## src/rtl/fetch_stage.sv

```systemverilog
// -----------------------------------------------------------------------------
// fetch_stage
//   IF stage of the 5-stage pipeline. Owns the fetch PC, drives the synchronous
//   instruction memory (1-cycle read latency) and loads the IF/ID register
//   consumed by decode. Handles redirects from EX/MEM and stalls from hazard
//   detection. A 1-entry skid buffer catches the word that returns from memory
//   during the first stalled cycle, so no fetched instruction is ever lost.
//
// Ports
//   clk, rst        clock / synchronous active-high reset
//   redirect        take redirect_pc, squash every younger fetch
//   redirect_pc     branch / jump target
//   stall           hold PC and IF/ID
//   imem_req        read strobe to instruction memory (combinational)
//   imem_addr       read address, low IMEM_AW bits of pc_f
//   imem_rdata      instruction data, valid the cycle after imem_req
//   ifid_valid      IF/ID holds a real instruction (0 = bubble)
//   ifid_pc         PC of ifid_inst
//   ifid_pc_plus1   ifid_pc + 1 (link value)
//   ifid_inst       fetched instruction
//   fetch_count     instructions loaded into IF/ID (wraps)
// -----------------------------------------------------------------------------
module fetch_stage #(
    parameter int              PC_W     = 32,
    parameter int              IMEM_AW  = 8,
    parameter logic [PC_W-1:0] RESET_PC = '0
) (
    input  logic               clk,
    input  logic               rst,
    input  logic               redirect,
    input  logic [PC_W-1:0]    redirect_pc,
    input  logic               stall,
    output logic               imem_req,
    output logic [IMEM_AW-1:0] imem_addr,
    input  logic [31:0]        imem_rdata,
    output logic               ifid_valid,
    output logic [PC_W-1:0]    ifid_pc,
    output logic [PC_W-1:0]    ifid_pc_plus1,
    output logic [31:0]        ifid_inst,
    output logic [31:0]        fetch_count
);

    // fetch PC and the request that is currently in flight in the memory
    logic [PC_W-1:0] pc_f_q, pc_f_d;
    logic            pend_v_q, pend_v_d;
    logic [PC_W-1:0] pend_pc_q, pend_pc_d;

    // skid buffer: parks the word that returns while IF/ID is stalled
    logic            skid_v_q, skid_v_d;
    logic [PC_W-1:0] skid_pc_q, skid_pc_d;
    logic [31:0]     skid_inst_q, skid_inst_d;

    // IF/ID pipeline register
    logic            ifid_valid_q, ifid_valid_d;
    logic [PC_W-1:0] ifid_pc_q, ifid_pc_d;
    logic [PC_W-1:0] ifid_pc_plus1_q, ifid_pc_plus1_d;
    logic [31:0]     ifid_inst_q, ifid_inst_d;
    logic [31:0]     fetch_count_q, fetch_count_d;

    // IF/ID load source selection
    logic            ld;
    logic [PC_W-1:0] src_pc;
    logic [31:0]     src_inst;

    // A request is only issued on a cycle that will actually advance the PC;
    // redirect and stall cycles never start a memory read.
    assign imem_req  = !rst && !redirect && !stall;
    assign imem_addr = pc_f_q[IMEM_AW-1:0];

    always_comb begin
        pc_f_d          = pc_f_q;
        pend_v_d        = pend_v_q;
        pend_pc_d       = pend_pc_q;
        skid_v_d        = skid_v_q;
        skid_pc_d       = skid_pc_q;
        skid_inst_d     = skid_inst_q;
        ifid_valid_d    = ifid_valid_q;
        ifid_pc_d       = ifid_pc_q;
        ifid_pc_plus1_d = ifid_pc_plus1_q;
        ifid_inst_d     = ifid_inst_q;
        fetch_count_d   = fetch_count_q;
        ld              = 1'b0;
        src_pc          = pend_pc_q;
        src_inst        = imem_rdata;

        if (redirect) begin
            // squash everything younger than the redirecting instruction,
            // regardless of stall; IF/ID payload is left as-is under valid=0
            pc_f_d       = redirect_pc;
            pend_v_d     = 1'b0;
            skid_v_d     = 1'b0;
            ifid_valid_d = 1'b0;
        end else if (stall) begin
            // the in-flight word shows up now and IF/ID cannot take it
            if (pend_v_q) begin
                skid_v_d    = 1'b1;
                skid_pc_d   = pend_pc_q;
                skid_inst_d = imem_rdata;
            end
            pend_v_d = 1'b0;
        end else begin
            pend_v_d  = 1'b1;
            pend_pc_d = pc_f_q;
            pc_f_d    = pc_f_q + PC_W'(1);

            // skid is older than anything in flight, so it drains first
            if (skid_v_q) begin
                ld       = 1'b1;
                src_pc   = skid_pc_q;
                src_inst = skid_inst_q;
                skid_v_d = 1'b0;
            end else if (pend_v_q) begin
                ld       = 1'b1;
                src_pc   = pend_pc_q;
                src_inst = imem_rdata;
            end

            if (ld) begin
                ifid_valid_d    = 1'b1;
                ifid_pc_d       = src_pc;
                ifid_pc_plus1_d = src_pc + PC_W'(1);
                ifid_inst_d     = src_inst;
                fetch_count_d   = fetch_count_q + 32'd1;
            end else begin
                ifid_valid_d = 1'b0;
            end
        end
    end

    always_ff @(posedge clk) begin
        if (rst) begin
            pc_f_q          <= RESET_PC;
            pend_v_q        <= 1'b0;
            pend_pc_q       <= '0;
            skid_v_q        <= 1'b0;
            skid_pc_q       <= '0;
            skid_inst_q     <= '0;
            ifid_valid_q    <= 1'b0;
            ifid_pc_q       <= '0;
            ifid_pc_plus1_q <= '0;
            ifid_inst_q     <= '0;
            fetch_count_q   <= '0;
        end else begin
            pc_f_q          <= pc_f_d;
            pend_v_q        <= pend_v_d;
            pend_pc_q       <= pend_pc_d;
            skid_v_q        <= skid_v_d;
            skid_pc_q       <= skid_pc_d;
            skid_inst_q     <= skid_inst_d;
            ifid_valid_q    <= ifid_valid_d;
            ifid_pc_q       <= ifid_pc_d;
            ifid_pc_plus1_q <= ifid_pc_plus1_d;
            ifid_inst_q     <= ifid_inst_d;
            fetch_count_q   <= fetch_count_d;
        end
    end

    assign ifid_valid    = ifid_valid_q;
    assign ifid_pc       = ifid_pc_q;
    assign ifid_pc_plus1 = ifid_pc_plus1_q;
    assign ifid_inst     = ifid_inst_q;
    assign fetch_count   = fetch_count_q;

endmodule

```

## config.mk

```make
export PLATFORM = sky130hd
export DESIGN_NAME = fetch_stage
export DESIGN_NICKNAME = d
export VERILOG_FILES = /design/src/rtl/fetch_stage.sv
export SDC_FILE = /design/constraint.sdc
export NUM_CORES = 1
export LEC_CHECK = 0
export ABC_CLOCK_PERIOD_IN_PS = 3000
export BUFFER_PORTS_ARGS = -buffer_cell sky130_fd_sc_hd__buf_2
export CAP_MARGIN = 20
export CORE_ASPECT_RATIO = 0.7
export CORE_MARGIN = 1.5
export CORE_UTILIZATION = 50
export CTS_CLUSTER_SIZE = 20
export DETAILED_ROUTE_END_ITERATION = 16
export PLACE_DENSITY = 0.75
export SYNTH_ARGS = -nofsm -noshare
export SYNTH_HDL_FRONTEND = slang
export SYNTH_SLANG_ARGS = --single-unit
export TNS_END_PERCENT = 1
```

## constraint.sdc

```tcl
create_clock -name clk -period 3 [get_ports clk]
set_input_delay 0.45 -clock clk [delete_from_list [all_inputs] [get_ports clk]]
set_output_delay 0.45 -clock clk [all_outputs]
set_load 0.1 [all_outputs]
```

; ---- Yosys cells after proc, flatten, opt, wreduce, memory -nomap -nowiden
; Index checks and enable logic that the tools add are counted.
[classes]
addsub = 3
eq_ne = 1
n_mux = 12
bitwise = 2
reduce_logical = 10
[op_table]
columns = operator, count
row1 = 32-bit two-way mux, 6
row2 = "32-bit by 1-bit adder with 32-bit output, second input constant", 3
row3 = 1-bit two-way mux, 6
row4 = 3-bit AND reduction, 2
row5 = 1-bit logical NOT, 3
row6 = 3-bit OR reduction, 1
row7 = 1-bit logical AND, 2
row8 = "2-bit inequality test, second input constant", 1
row9 = 1-bit NOT, 2
row10 = 2-bit AND reduction, 1
row11 = 2-bit OR reduction, 1
[totals]
regBits = 259
elab_cells = 39

; ---- Logic depth before layout (Yosys ltp)
[logic_depth]
depth_word = 5
depth_mapped = 12

; ---- Worst setup path after synthesis
; OpenSTA, ideal clock, no wires.
[synth_path]
path_kind = register to register
start = register skid_v_q
end = register ifid_pc_plus1_q[30], in the netlist ifid_pc_plus1[30]
arrival_time_ns = 3.139
slack_ns = -0.261
stages_incl_launch_ff = 13
cell_sequence = dfxtp_1 > buf_2 > buf_2 > buf_2 > buf_2 > buf_1 > mux2_2 > ha_1 > inv_1 > a221oi_2 > nand2_1 > or2_2 > a311o_1
[synth_via]
elab_chain_cells = 4
word_cells_on_any_way = 8
[synth_rtl]
columns = element, line
row1 = from (decl), 49  ; logic skid_v_q, skid_v_d;
row2 = from (signal assigned), 147  ; skid_v_q <= skid_v_d;
row3 = 32-bit two-way mux / 1-bit two-way mux (equally long branches), 107  ; if (skid_v_q) begin
row4 = 32-bit two-way mux / 1-bit two-way mux (equally long branches), 93  ; end else if (stall) begin
row5 = 32-bit two-way mux / 1-bit two-way mux (equally long branches), 86  ; if (redirect) begin
row6 = 32-bit by 1-bit adder with 32-bit output / 3-bit AND reduction (equally long branches), -
row7 = to (signal assigned), 152  ; ifid_pc_plus1_q <= ifid_pc_plus1_d;
row8 = to (decl), 56  ; logic [PC_W-1:0] ifid_pc_plus1_q, ifid_pc_plus1_d;
; Parallel ways exist; a longest one is shown, timed or not. The select of a mux whose other input is x is not followed.
; A chain may end at the register's enable or synchronous reset.

; ---- Final worst setup path
; Same ends and word-level chain as after synthesis.

==> flow_summary.ini <==
[placement]
gp_congestion = 0.948
dpl_cell_area_um2 = 12900
dp_hpwl_um = 22000
numPortBuffers = 205
place_ws_ns = 0.352

[grt]
grt_max_degree = 74
globalRouteTotalUtil = 0.253
antenna_found_initial = 0
overflow = 0
grt_pass1_wl_um = 49600
first_global_vias = 9734

[synth]
synthAdderAreaFrac = 0.00323
ys_seq_area_frac = 0.447
synth_top_area_frac = 0.447
synth-compound-area-share = 0.157
synth_top_family_by_area = simple AND/OR/NAND/NOR gates
syn_area_um2 = 11600
syn_inst = 1420
synth_cell_types = 66
synth-async-reset-ratio = 0
synth_nets = 1491
synth_mux_area_frac = 0.0616
synth-simple-area-share = 0.251
ys_top_cells_by_area = dfxtp_1, nand2_1, a21oi_1
yosysWarnings = 0
synth-seq-cells = 259
syn_area_per_cell_um2 = 8.18
synth_xor_area_frac = 0.0362
post-synth-top-area-cell = dfxtp_1
synth_ff_type = dfxtp_1
synth-edff-count = 0

[timing]
setup-tns-final_ns = 0
finalClockSkew_ns = 0.00801
fmax_ghz = 0.379
rsz0062_at_grt = false
period_needed_ns = 2.64
post-route-period-util = 0.880
maxSlewHeadroom = 0.506
slew_viol_final = 0
worstMarginPinSlew_ns = 0.741
report.final.hold_viol_count = 0
finalSetupViolCount = 0
fin_ws_ns = 0.360

[die]
fp-row-count = 46
die_w_um = 185
dieHeight_um = 131
core_area_um2 = 22700
io_pins = 206
initial_utilization = 0.511
dieArea_um2 = 24200

[clocking]
clkTransAtPathRegs_ns = 0.07
root_buffer = clkbuf_16
ctsHtreeMaxLevel = 1
clk_latency_ns = 0.53
tritoncts = built
cts_sinks = 259
cts_setup_buffers = 0
ctsHoldBuffers = 0
cts.path.max_buffers = 3
cts_buffers = 26
cts_resized = 0

[critical_path]
critPathArrivalTime_ns = 3.06
cp_max_fo = 49
start_kind = register
cp.required_ns = 3.42
end_kind = register
critPathKind = register to register

[cells_and_area]
multi_input_area_um2 = 5940
mostFrequentLayoutCell = nand2_1
seq_area_um2 = 5190
fin_area_um2 = 13700
final_cell_mix = nand2_1, dfxtp_1, buf_2, a21oi_1, nor2_1
fillers = 2019
fin_nets = 1657
antenna_cells = 0
area.growth.synth_to_final_pct = 18.3
drive_gt1_frac = 0.196

[detailed_routing]
num_vias = 10900
firstDrtPassIters = 7
wl_um = 31400
drt-vias-per-instance = 5.69
wl_per_cell_um = 16.4
postRouteAntennaNets = 0
first_iter_violations = 906
route.detailed.drc = 0

[outcome]
status = finished, final reports clean

[job]
maxCapViolCount = 0

[worst_hold_path]
hold_path.class = primary input to register

[power]
powerDensity_nw_per_um2 = 534
leakage_nw = 5.07
irDropWorstVdd_uv = 461
## where the power goes
group          total (mW)  switching [mW]  internal [mW]
Clock                3.13            1.36           1.77
Combinational       0.629           0.465          0.163
Sequential           3.58          0.0728           3.51
## worst paths after layout
kind,startpoint,cells after the start,to,slack [ns]
setup reg to reg,skid_v_q,7,ifid_pc_plus1[30],0.36
hold reg to reg,ifid_pc[24],2,ifid_pc[24],0.45
hold / removal,redirect_pc[12],2,pc_f_q[12],0.15
setup / recovery,skid_v_q,7,ifid_pc_plus1[30],0.36
## per-stage QoR
stage	util	power [mW]	hold slack (ns)	cells
2_1_floorplan	-	4.12	0.433	1420
3_3_place_gp	0.568	4.27	0.438	1870
3_5_place_dp	0.568	4.28	0.442	1870
4_1_cts	0.604	7.38	0.133	1918
5_1_grt	0.604	7.59	0.151	1918
6_report	0.604	7.34	0.146	1918
## flip-flops by register name, summed over array words and instances, names as in the netlist
signal and cells:
fetch_count 32, ifid_inst 32, ifid_pc 32, ifid_pc_plus1 32, pc_f_q 32, pend_pc_q 32, skid_inst_q 32, skid_pc_q 32
ifid_valid 1, pend_v_q 1, skid_v_q 1
## final cells by class
cell class / instances / area share
multi-input combinational: 1043 / 0.432
sequential: 259 / 0.378
timing repair buffer: 244 / 0.0983
clock buffer: 37 / 0.0556
tap: 312 / 0.0284
clock inverter: 11 / 0.00437
inverter: 12 / 0.00328
## worst max-delay path, cell delays in order, from the launching register on
cell and delay, ns:
dfxtp_4 0.69, mux2_2 0.28, ha_1 0.19, inv_1 0.09, a221oi_4 0.28, nand2_1 0.26
or2_2 0.42, a311o_1 0.32
## synthesized netlist by cell type, types with 7 or more instances
cell type and count:
nand2_1 284, dfxtp_1 259, a21oi_1 136, nor2_1 134
clkbuf_1 76, a211oi_1 62, mux2i_1 58, nand3_1 54
nand4_1 34, xnor2_1 28, nor3_1 25, o21ai_0 22
xor2_1 20, and3_1 16, or4_1 15, nand3b_1 13
inv_1 12, mux2_2 12, o31ai_1 12, buf_2 10
nor4_1 10, or3_1 10, a31oi_1 9, buf_1 8
buf_4 8, nand4b_1 7, o311ai_0 7
## kinds of logic (layout without fill, tap and decap cells)
kind of cell	after synthesis	after routing
XOR/XNOR	48	48
AND/OR/NAND/NOR	632	632
multiplexers	70	70
flip-flops	259	259
AO/OA/AOI/OAI	290	290
adder cells (fa/ha/maj)	3	3
buffers and inverters	118	304
## per-layer routing
layer  track usage  share of wire  wire length, um  up-vias
met1         0.356           0.46            14500     5083
met2         0.402           0.44            13800      421
met4        0.0612          0.020              636        0
met3        0.0468          0.080             2510       52
li1              -              -                -     5357
met5             0              0                0        -
(Power assumes the default switching activity.)
